**config.mk**
```make
export PLATFORM = sky130hd
export DESIGN_NAME = scene_sequencer
export DESIGN_NICKNAME = d
export VERILOG_FILES = /design/src/rtl/scene_pkg.sv /design/src/rtl/angle_bank.sv /design/src/rtl/scene_sequencer.sv
export SDC_FILE = /design/constraint.sdc
export NUM_CORES = 1
export LEC_CHECK = 0
export ABC_AREA = 0
export ABC_CLOCK_PERIOD_IN_PS = 15200
export CAP_MARGIN = 20
export CORE_UTILIZATION = 49
export CTS_CLUSTER_DIAMETER = 60
export DETAILED_ROUTE_END_ITERATION = 6
export HOLD_SLACK_MARGIN = 0.02
export PLACE_DENSITY = 0.8
export SLEW_MARGIN = 20
export SYNTH_ARGS = -nofsm -noshare
export SYNTH_HDL_FRONTEND = slang
export SYNTH_SLANG_ARGS = --single-unit
```
**constraint.sdc**
```tcl
create_clock -name clk_render -period 15.2 [get_ports clk_render]
set_clock_uncertainty 0.05 [all_clocks]
set_input_delay 3.04 -clock clk_render [delete_from_list [all_inputs] [get_ports clk_render]]
set_output_delay 3.04 -clock clk_render [all_outputs]
set_load 0.005 [all_outputs]
```
**src/rtl/scene_pkg.sv**
```systemverilog
// Shared types and helpers for the render-domain scene sequencer.
package scene_pkg;

  localparam int ANGLE_BITS_DEF = 8;
  localparam int IDX_BITS_DEF   = 10;

  // Widest flat parameter vector and widest single field the helper handles.
  localparam int FLAT_MAX  = 512;
  localparam int FIELD_MAX = 16;

  typedef enum logic [2:0] {
    ST_IDLE,
    ST_START,
    ST_WAIT_BUSY,
    ST_WAIT_DONE,
    ST_NEXT
  } scene_state_t;

  function automatic logic [FIELD_MAX-1:0] slot_field(
    input logic [FLAT_MAX-1:0] flat,
    input int                  idx,
    input int                  width
  );
    logic [FLAT_MAX-1:0]  sh;
    logic [FIELD_MAX-1:0] mask;
    sh   = flat >> (idx * width);
    mask = (FIELD_MAX'(1) << width) - FIELD_MAX'(1);
    return sh[FIELD_MAX-1:0] & mask;
  endfunction

endpackage

```
**src/rtl/angle_bank.sv**
```systemverilog
// Per-object and camera rotation angles, stepped on every frame pulse.
// Within a slot, axis a occupies [a*ANGLE_BITS +: ANGLE_BITS] (x lowest, z highest).
module angle_bank
  import scene_pkg::*;
#(
  parameter int                     N_OBJECTS  = 4,
  parameter int                     ANGLE_BITS = ANGLE_BITS_DEF,
  parameter logic [N_OBJECTS*4-1:0] OBJ_SPEED  = {N_OBJECTS{4'd1}}
) (
  input  logic                              clk_render,
  input  logic                              rst_render,
  input  logic                              step,
  input  logic [2:0]                        axis_en,
  input  logic                              cam_en,
  output logic [N_OBJECTS*3*ANGLE_BITS-1:0] obj_ang,
  output logic [3*ANGLE_BITS-1:0]           cam_ang
);

  logic [ANGLE_BITS-1:0] obj_r [N_OBJECTS][3];
  logic [ANGLE_BITS-1:0] cam_r [3];
  logic [ANGLE_BITS-1:0] speed [N_OBJECTS];

  for (genvar i = 0; i < N_OBJECTS; i++) begin : g_slot
    localparam logic [FIELD_MAX-1:0] SPEED_I = slot_field(FLAT_MAX'(OBJ_SPEED), i, 4);
    assign speed[i] = ANGLE_BITS'(SPEED_I);
    for (genvar a = 0; a < 3; a++) begin : g_axis
      assign obj_ang[(i*3+a)*ANGLE_BITS +: ANGLE_BITS] = obj_r[i][a];
    end
  end

  for (genvar a = 0; a < 3; a++) begin : g_cam
    assign cam_ang[a*ANGLE_BITS +: ANGLE_BITS] = cam_r[a];
  end

  // Camera mode steps only the camera; object angles freeze and vice versa.
  always_ff @(posedge clk_render or posedge rst_render) begin
    if (rst_render) begin
      for (int i = 0; i < N_OBJECTS; i++) begin
        for (int a = 0; a < 3; a++) begin
          obj_r[i][a] <= '0;
        end
      end
      for (int a = 0; a < 3; a++) begin
        cam_r[a] <= '0;
      end
    end else if (step) begin
      for (int a = 0; a < 3; a++) begin
        if (axis_en[a]) begin
          if (cam_en) begin
            cam_r[a] <= cam_r[a] + ANGLE_BITS'(1);
          end else begin
            for (int i = 0; i < N_OBJECTS; i++) begin
              obj_r[i][a] <= obj_r[i][a] + speed[i];
            end
          end
        end
      end
    end
  end

endmodule

```
**src/rtl/scene_sequencer.sv**
```systemverilog
// Frame scheduler: swaps the framebuffer, flags the camera packet, then walks
// each object's triangle range through the feeder one slot at a time.
module scene_sequencer
  import scene_pkg::*;
#(
  parameter int                            N_OBJECTS    = 4,
  parameter int                            ANGLE_BITS   = ANGLE_BITS_DEF,
  parameter int                            IDX_BITS     = IDX_BITS_DEF,
  parameter logic [N_OBJECTS*IDX_BITS-1:0] OBJ_BASE     = '0,
  parameter logic [N_OBJECTS*IDX_BITS-1:0] OBJ_COUNT    = '0,
  parameter logic [N_OBJECTS*4-1:0]        OBJ_SPEED    = {N_OBJECTS{4'd1}},
  parameter int                            WAIT_TIMEOUT = 1023,
  localparam int                           OBJ_W        = (N_OBJECTS > 1) ? $clog2(N_OBJECTS) : 1
) (
  input  logic                              clk_render,
  input  logic                              rst_render,
  input  logic                              frame_start,
  input  logic                              renderer_busy,
  input  logic [2:0]                        sw_axis_en,
  input  logic                              sw_cam_en,
  input  logic                              tri_valid,
  input  logic                              tri_ready,
  input  logic                              feeder_busy,
  output logic                              begin_frame,
  output logic                              feeder_start,
  output logic [IDX_BITS-1:0]               feeder_base,
  output logic [IDX_BITS-1:0]               feeder_count,
  output logic [OBJ_W-1:0]                  obj_idx,
  output logic                              cam_valid,
  output logic                              model_valid,
  output logic [N_OBJECTS*3*ANGLE_BITS-1:0] obj_ang,
  output logic [3*ANGLE_BITS-1:0]           cam_ang,
  output logic                              seq_busy,
  output logic [7:0]                        frame_skips,
  output logic [7:0]                        timeouts
);

  localparam int               TMO_W    = $clog2(WAIT_TIMEOUT + 1);
  localparam logic [OBJ_W-1:0] LAST_IDX = OBJ_W'(N_OBJECTS - 1);

  scene_state_t        state;
  logic                cam_flag;
  logic [TMO_W-1:0]    wait_cnt;
  logic                accept;
  logic [OBJ_W-1:0]    next_idx;
  logic [IDX_BITS-1:0] base_tbl  [N_OBJECTS];
  logic [IDX_BITS-1:0] count_tbl [N_OBJECTS];

  for (genvar i = 0; i < N_OBJECTS; i++) begin : g_tbl
    localparam logic [FIELD_MAX-1:0] BASE_I  = slot_field(FLAT_MAX'(OBJ_BASE), i, IDX_BITS);
    localparam logic [FIELD_MAX-1:0] COUNT_I = slot_field(FLAT_MAX'(OBJ_COUNT), i, IDX_BITS);
    assign base_tbl[i]  = BASE_I[IDX_BITS-1:0];
    assign count_tbl[i] = COUNT_I[IDX_BITS-1:0];
  end

  assign accept      = frame_start && (state == ST_IDLE) && !renderer_busy;
  assign next_idx    = obj_idx + OBJ_W'(1);
  assign cam_valid   = tri_valid && cam_flag;
  assign model_valid = tri_valid && !cam_flag;
  assign seq_busy    = (state != ST_IDLE);

  // Slot base/count are loaded on entry to START so they are already valid
  // during START and stay put until the slot is retired in NEXT.
  always_ff @(posedge clk_render or posedge rst_render) begin
    if (rst_render) begin
      state        <= ST_IDLE;
      begin_frame  <= 1'b0;
      feeder_start <= 1'b0;
      feeder_base  <= '0;
      feeder_count <= '0;
      obj_idx      <= '0;
      cam_flag     <= 1'b1;
      wait_cnt     <= '0;
      frame_skips  <= '0;
      timeouts     <= '0;
    end else begin
      begin_frame  <= 1'b0;
      feeder_start <= 1'b0;

      if (frame_start && !accept && (frame_skips != 8'hFF)) begin
        frame_skips <= frame_skips + 8'd1;
      end

      // Acceptance beats a same-cycle handshake so the new frame keeps its camera packet.
      if (accept) begin
        cam_flag <= 1'b1;
      end else if (tri_valid && tri_ready) begin
        cam_flag <= 1'b0;
      end

      case (state)
        ST_IDLE: begin
          if (accept) begin
            begin_frame  <= 1'b1;
            obj_idx      <= '0;
            feeder_base  <= base_tbl[0];
            feeder_count <= count_tbl[0];
            state        <= ST_START;
          end
        end
        ST_START: begin
          if (feeder_count == '0) begin
            state <= ST_NEXT;
          end else begin
            feeder_start <= 1'b1;
            wait_cnt     <= TMO_W'(WAIT_TIMEOUT - 1);
            state        <= ST_WAIT_BUSY;
          end
        end
        ST_WAIT_BUSY: begin
          if (feeder_busy) begin
            state <= ST_WAIT_DONE;
          end else if (wait_cnt == '0) begin
            if (timeouts != 8'hFF) begin
              timeouts <= timeouts + 8'd1;
            end
            state <= ST_NEXT;
          end else begin
            wait_cnt <= wait_cnt - TMO_W'(1);
          end
        end
        ST_WAIT_DONE: begin
          if (!feeder_busy) begin
            state <= ST_NEXT;
          end
        end
        ST_NEXT: begin
          if (obj_idx == LAST_IDX) begin
            state <= ST_IDLE;
          end else begin
            obj_idx      <= next_idx;
            feeder_base  <= base_tbl[next_idx];
            feeder_count <= count_tbl[next_idx];
            state        <= ST_START;
          end
        end
        default: state <= ST_IDLE;
      endcase
    end
  end

  angle_bank #(
    .N_OBJECTS (N_OBJECTS),
    .ANGLE_BITS(ANGLE_BITS),
    .OBJ_SPEED (OBJ_SPEED)
  ) u_angle_bank (
    .clk_render(clk_render),
    .rst_render(rst_render),
    .step      (frame_start),
    .axis_en   (sw_axis_en),
    .cam_en    (sw_cam_en),
    .obj_ang   (obj_ang),
    .cam_ang   (cam_ang)
  );

endmodule

```
### Yosys cells after proc, flatten, opt, wreduce, memory -nomap -nowiden

Cells that the tools add are included.

* bits in registers: 164
* input bits: 11
* output and inout bits: 163

* add/sub/neg operators: 19
* order comparisons: 1
* equality and inequality tests: 14
* mux-type cells: 26
* bitwise logic cells: 3
* reduce and logical (&&, ||, !) cells: 27

Operators with widths (number)
* $add A8 B1 Y8 const B: 17
* $mux W10: 7
* $pmux W10 S2: 2
* $reduce_and A3 Y1: 8
* $bmux W10 S2: 1
* $logic_not A10 Y1: 2
* $ne A8 B8 Y1 const B: 2
* $mux W3: 5
* $pmux W3 S5: 1
* $ne A2 B2 Y1 const B: 6
* $sub A10 B1 Y10 const B: 1
* $reduce_and A4 Y1: 2
* $logic_and A1 B1 Y1: 7
* $mux W1: 7
* $eq A3 B2 Y1 const B: 2
* $reduce_bool A2 Y1: 3
* $mux W2: 2
* $pmux W2 S2: 1
* $eq A3 B1 Y1 const B: 1
* $eq A3 B3 Y1 const B: 1
* $ge A3 B3 Y1 const B: 1
* $logic_not A1 Y1: 3
* $logic_not A3 Y1: 1
* $ne A3 B3 Y1 const B: 1
* 5 further kinds: 6

### Logic depth before layout (Yosys ltp)

* depth in word-level cells: 7
* mapped depth: 7
* depth with buffers taken out: 6

### Cells and area by module

A second synthesis with hierarchy kept.

* cells, all modules: 626
* area, all modules: 7085.5 µm²

Modules (own cells, without submodules)
* angle_bank: times used 1, cells each 459, area an instance 5335.1 µm²
* scene_sequencer: times used 1, cells each 167, area an instance 1750.4 µm²

### Least setup slack after synthesis

No wires, ideal clock.

* kind: input -> output
* from: input tri_valid
* to: output model_valid
* arrival: 3171 ps
* required time: 12110 ps
* slack: 8939 ps
* stages: 1
* path through: nor2b_1

* word-level cells in the longest chain between the ends: 1

Ends and longest elaborated chain
* start: declaration: line scene_sequencer.sv:21 `input logic tri_valid,`
* $logic_and A1 B1 Y1: line scene_sequencer.sv:59 `assign model_valid = tri_valid && !cam_flag;`
* end: declaration: line scene_sequencer.sv:30 `output logic model_valid,`

No other way between the ends.

### Final worst setup path

Same ends and word-level chain as after synthesis.

==> metrics.yaml <==
floorplanning:
  core.rowCount: 42
  ios: 174
  fp.dieW_um: 120
  initial_core_util_pct: 50.9
  die_h_um: 120
  fp.dieArea_sq_um: 14400
  fp.coreArea_sq_um: 13400
setup_path:
  crit_end: "model_valid"
  cp.arrival_ns: 4.16
  startpoint: "tri_valid"
  crit_required_ns: 12.11
  ff2ff_setup_slack_ns: 13.12
  rr_startpoint: "wait_cnt[0]"
  r2r_cells: 6
  critical_path_class: "in2out"
  cp-start-kind: "input port"
  r2r_end: "timeouts[1]"
  worstPathMaxFanout: 3
  end_kind: "output pin"
placed_design:
  placed_cell_area_sq_um: 8440
  dp_hpwl_um: 9390
  dp.cells: 877
  pre_cts_slack_ns: 7.94
  place_congestion: 0.746
  io_buffers: 152
route:
  first_iter_violations: 201
  first_pass_iters: 4
  post_drt_wl_per_cell_um: 14.9
  via_per_inst: 5.16
  drt-total-wl_um: 13500
  final_antenna_net_count: 0
  drc: 0
  vias: 4680
clock_tree:
  worstSkewPairLatency_ns: 0.42
  ctsHtreeMaxLevel: 4
  numCtsBuffers: 17
  cts_buffer_depth: 2
  cts_setup_buffers: 0
  cts-root-buf: "clkbuf_16"
  cts_tree: "done"
  cts_resized: 0
  cts.sinks: 153
  holdBufCountCts: 0
  cts.clk_slew.worst_paths_ns: 0.06
worst_hold_path:
  hold_class: "reg2reg"
  min_from: "u_angle_bank.obj_ang[87]"
  holdPathStages: 1
finish:
  area_growth_syn_to_layout_pct: 31.8
  stdcell_count: 907
  regArea_sq_um: 3830
  final_layout_size_suffix_gt1_share_pct: 7.80
  diodes: 0
  final_cell_mix: "dfrtp_1 (152), clkdlybuf4s50_1 (152), xnor2_1 (66), xor2_1 (52), nand2_1 (41)"
  n_fill_cell: 1023
  multi_input_comb_area_sq_um: 2840
  final_util_pct: 67.1
  fin_nets: 750
  final_cell_area_sq_um: 8990
yosys:
  ys.flop_type: "dfrtp_1"
  ys_ff_latch: 153
  synth_top_area_share_pct: 55.8
  synth_area_leaders: "dfrtp_1 (56%), xnor2_1 (8.5%), xor2_1 (6.7%)"
  netlist_area_sq_um: 6820
  syn_inst: 560
  synth_area_leader_cell: "dfrtp_1"
  postSynth.asyncResetShare_pct: 100
  syn_avg_cell_area_sq_um: 12.2
  ys_types: 51
  seq_area_frac_synth_pct: 56.1
  ys_warn_count: 0
  synth-edff-count: 0
grt:
  grt_max_degree: 85
  grt_first_pass_wirelength_um: 22900
  grt_usage_pct: 20.2
  grt-ovfl-total: 0
  antenna_found_initial: 0
  grt_pass1_vias: 4682
timing:
  slew_viol_final: 0
  setup_viol: 0
  fmax_ghz: 0.138
  hold_viol: 0
  period_needed_ns: 7.25
  period_share_pct: 47.7
  max-slew-margin-rel_pct: 36.9
  fin_ws_ns: 7.95
  whs_ns: 0.420
  rsz0062_at_grt: "no"
  fin_tns_setup_ns: 0
  worst_slew_pin_slew_ns: 0.946
pwr:
  leakagePower_nw: 4.09
  peakVddDrop_mv: 0.106
  power_density_nw_per_um2: 161
  total_power_mw: 1.45
status:
  status: "finished, final reports clean"
flow_run:
  cap_viol_max_count: 0
## worst max-delay path, stage by stage
cell and delay [ns]:
clkdlybuf4s50_1 0.49, nor2b_1 0.13, clkdlybuf4s50_1 0.50
## routing by layer
| metal | wire length, um | share of wire, % | GRT usage [%] | up-vias |
|---|---|---|---|---|
| met5 | 0 | 0 | 0 | - |
| met1 | 6130 | 45 | 26.4 | 2293 |
| met2 | 6250 | 46 | 31.2 | 143 |
| li1 | - | - | - | 2225 |
| met3 | 932 | 6.9 | 6.61 | 19 |
| met4 | 221 | 1.6 | 7.73 | 0 |
## cell families after synthesis
kind of cell / share of synthesized area, %
muxes: 3.34
and+or+nand+nor: 15.9
AOI/OAI and AO/OA: 2.57
DFF: 56.1
adders and majority gates: 3.48
xor gates and xnor gates: 15.2
other: 0.0550
buffers and inverters: 3.37
## worst min path at each step
| stage | slack, ns | to |
|---|---|---|
| 6_report | 0.42 | u_angle_bank.obj_ang[87] |
| 5_1_grt | 0.44 | u_angle_bank.cam_ang[7] |
| 4_1_cts | 0.42 | u_angle_bank.obj_ang[87] |
| 3_5_place_dp | 0.41 | u_angle_bank.obj_ang[87] |
| 3_3_place_gp | 0.41 | u_angle_bank.obj_ang[39] |
| 2_1_floorplan | 0.42 | u_angle_bank.cam_ang[15] |
## flip-flops by register name, summed over array words and instances, names as in the netlist
signal                flops
begin_frame               1
cam_flag                  1
frame_skips               8
obj_idx                   2
state                     3
timeouts                  8
u_angle_bank.cam_ang     24
u_angle_bank.obj_ang     96
wait_cnt                 10
## cell type report
class | instances | share of cell area [%]
Clock inverter | 8 | 1.10
Multi-Input combinational cell | 391 | 31.6
Sequential cell | 153 | 42.6
Timing Repair Buffer | 153 | 17.0
Inverter | 4 | 0.223
Tap cell | 176 | 2.45
Clock buffer | 22 | 5.05
## where the power goes
part | leakage (nW) | total, mW | switching (mW) | internal [mW]
Sequential | 1.99 | 0.654 | 0.141 | 0.512
Combinational | 1.83 | 0.395 | 0.131 | 0.265
Clock | 0.266 | 0.400 | 0.157 | 0.243
## cells in the mapped netlist (3+ instances only)
library cell,number
and3b_1,4
nand4_1,32
clkbuf_1,3
nand3_1,30
nor3_1,7
buf_4,21
o21ai_0,5
inv_1,4
and3_1,15
xnor2_1,66
ha_1,19
nand2_1,41
and4_1,15
buf_2,7
dfrtp_1,152
nor2_1,24
a21oi_1,4
xor2_1,52
mux2_2,17
a21o_1,3
Note: power is estimated with default switching activity, not from simulation.
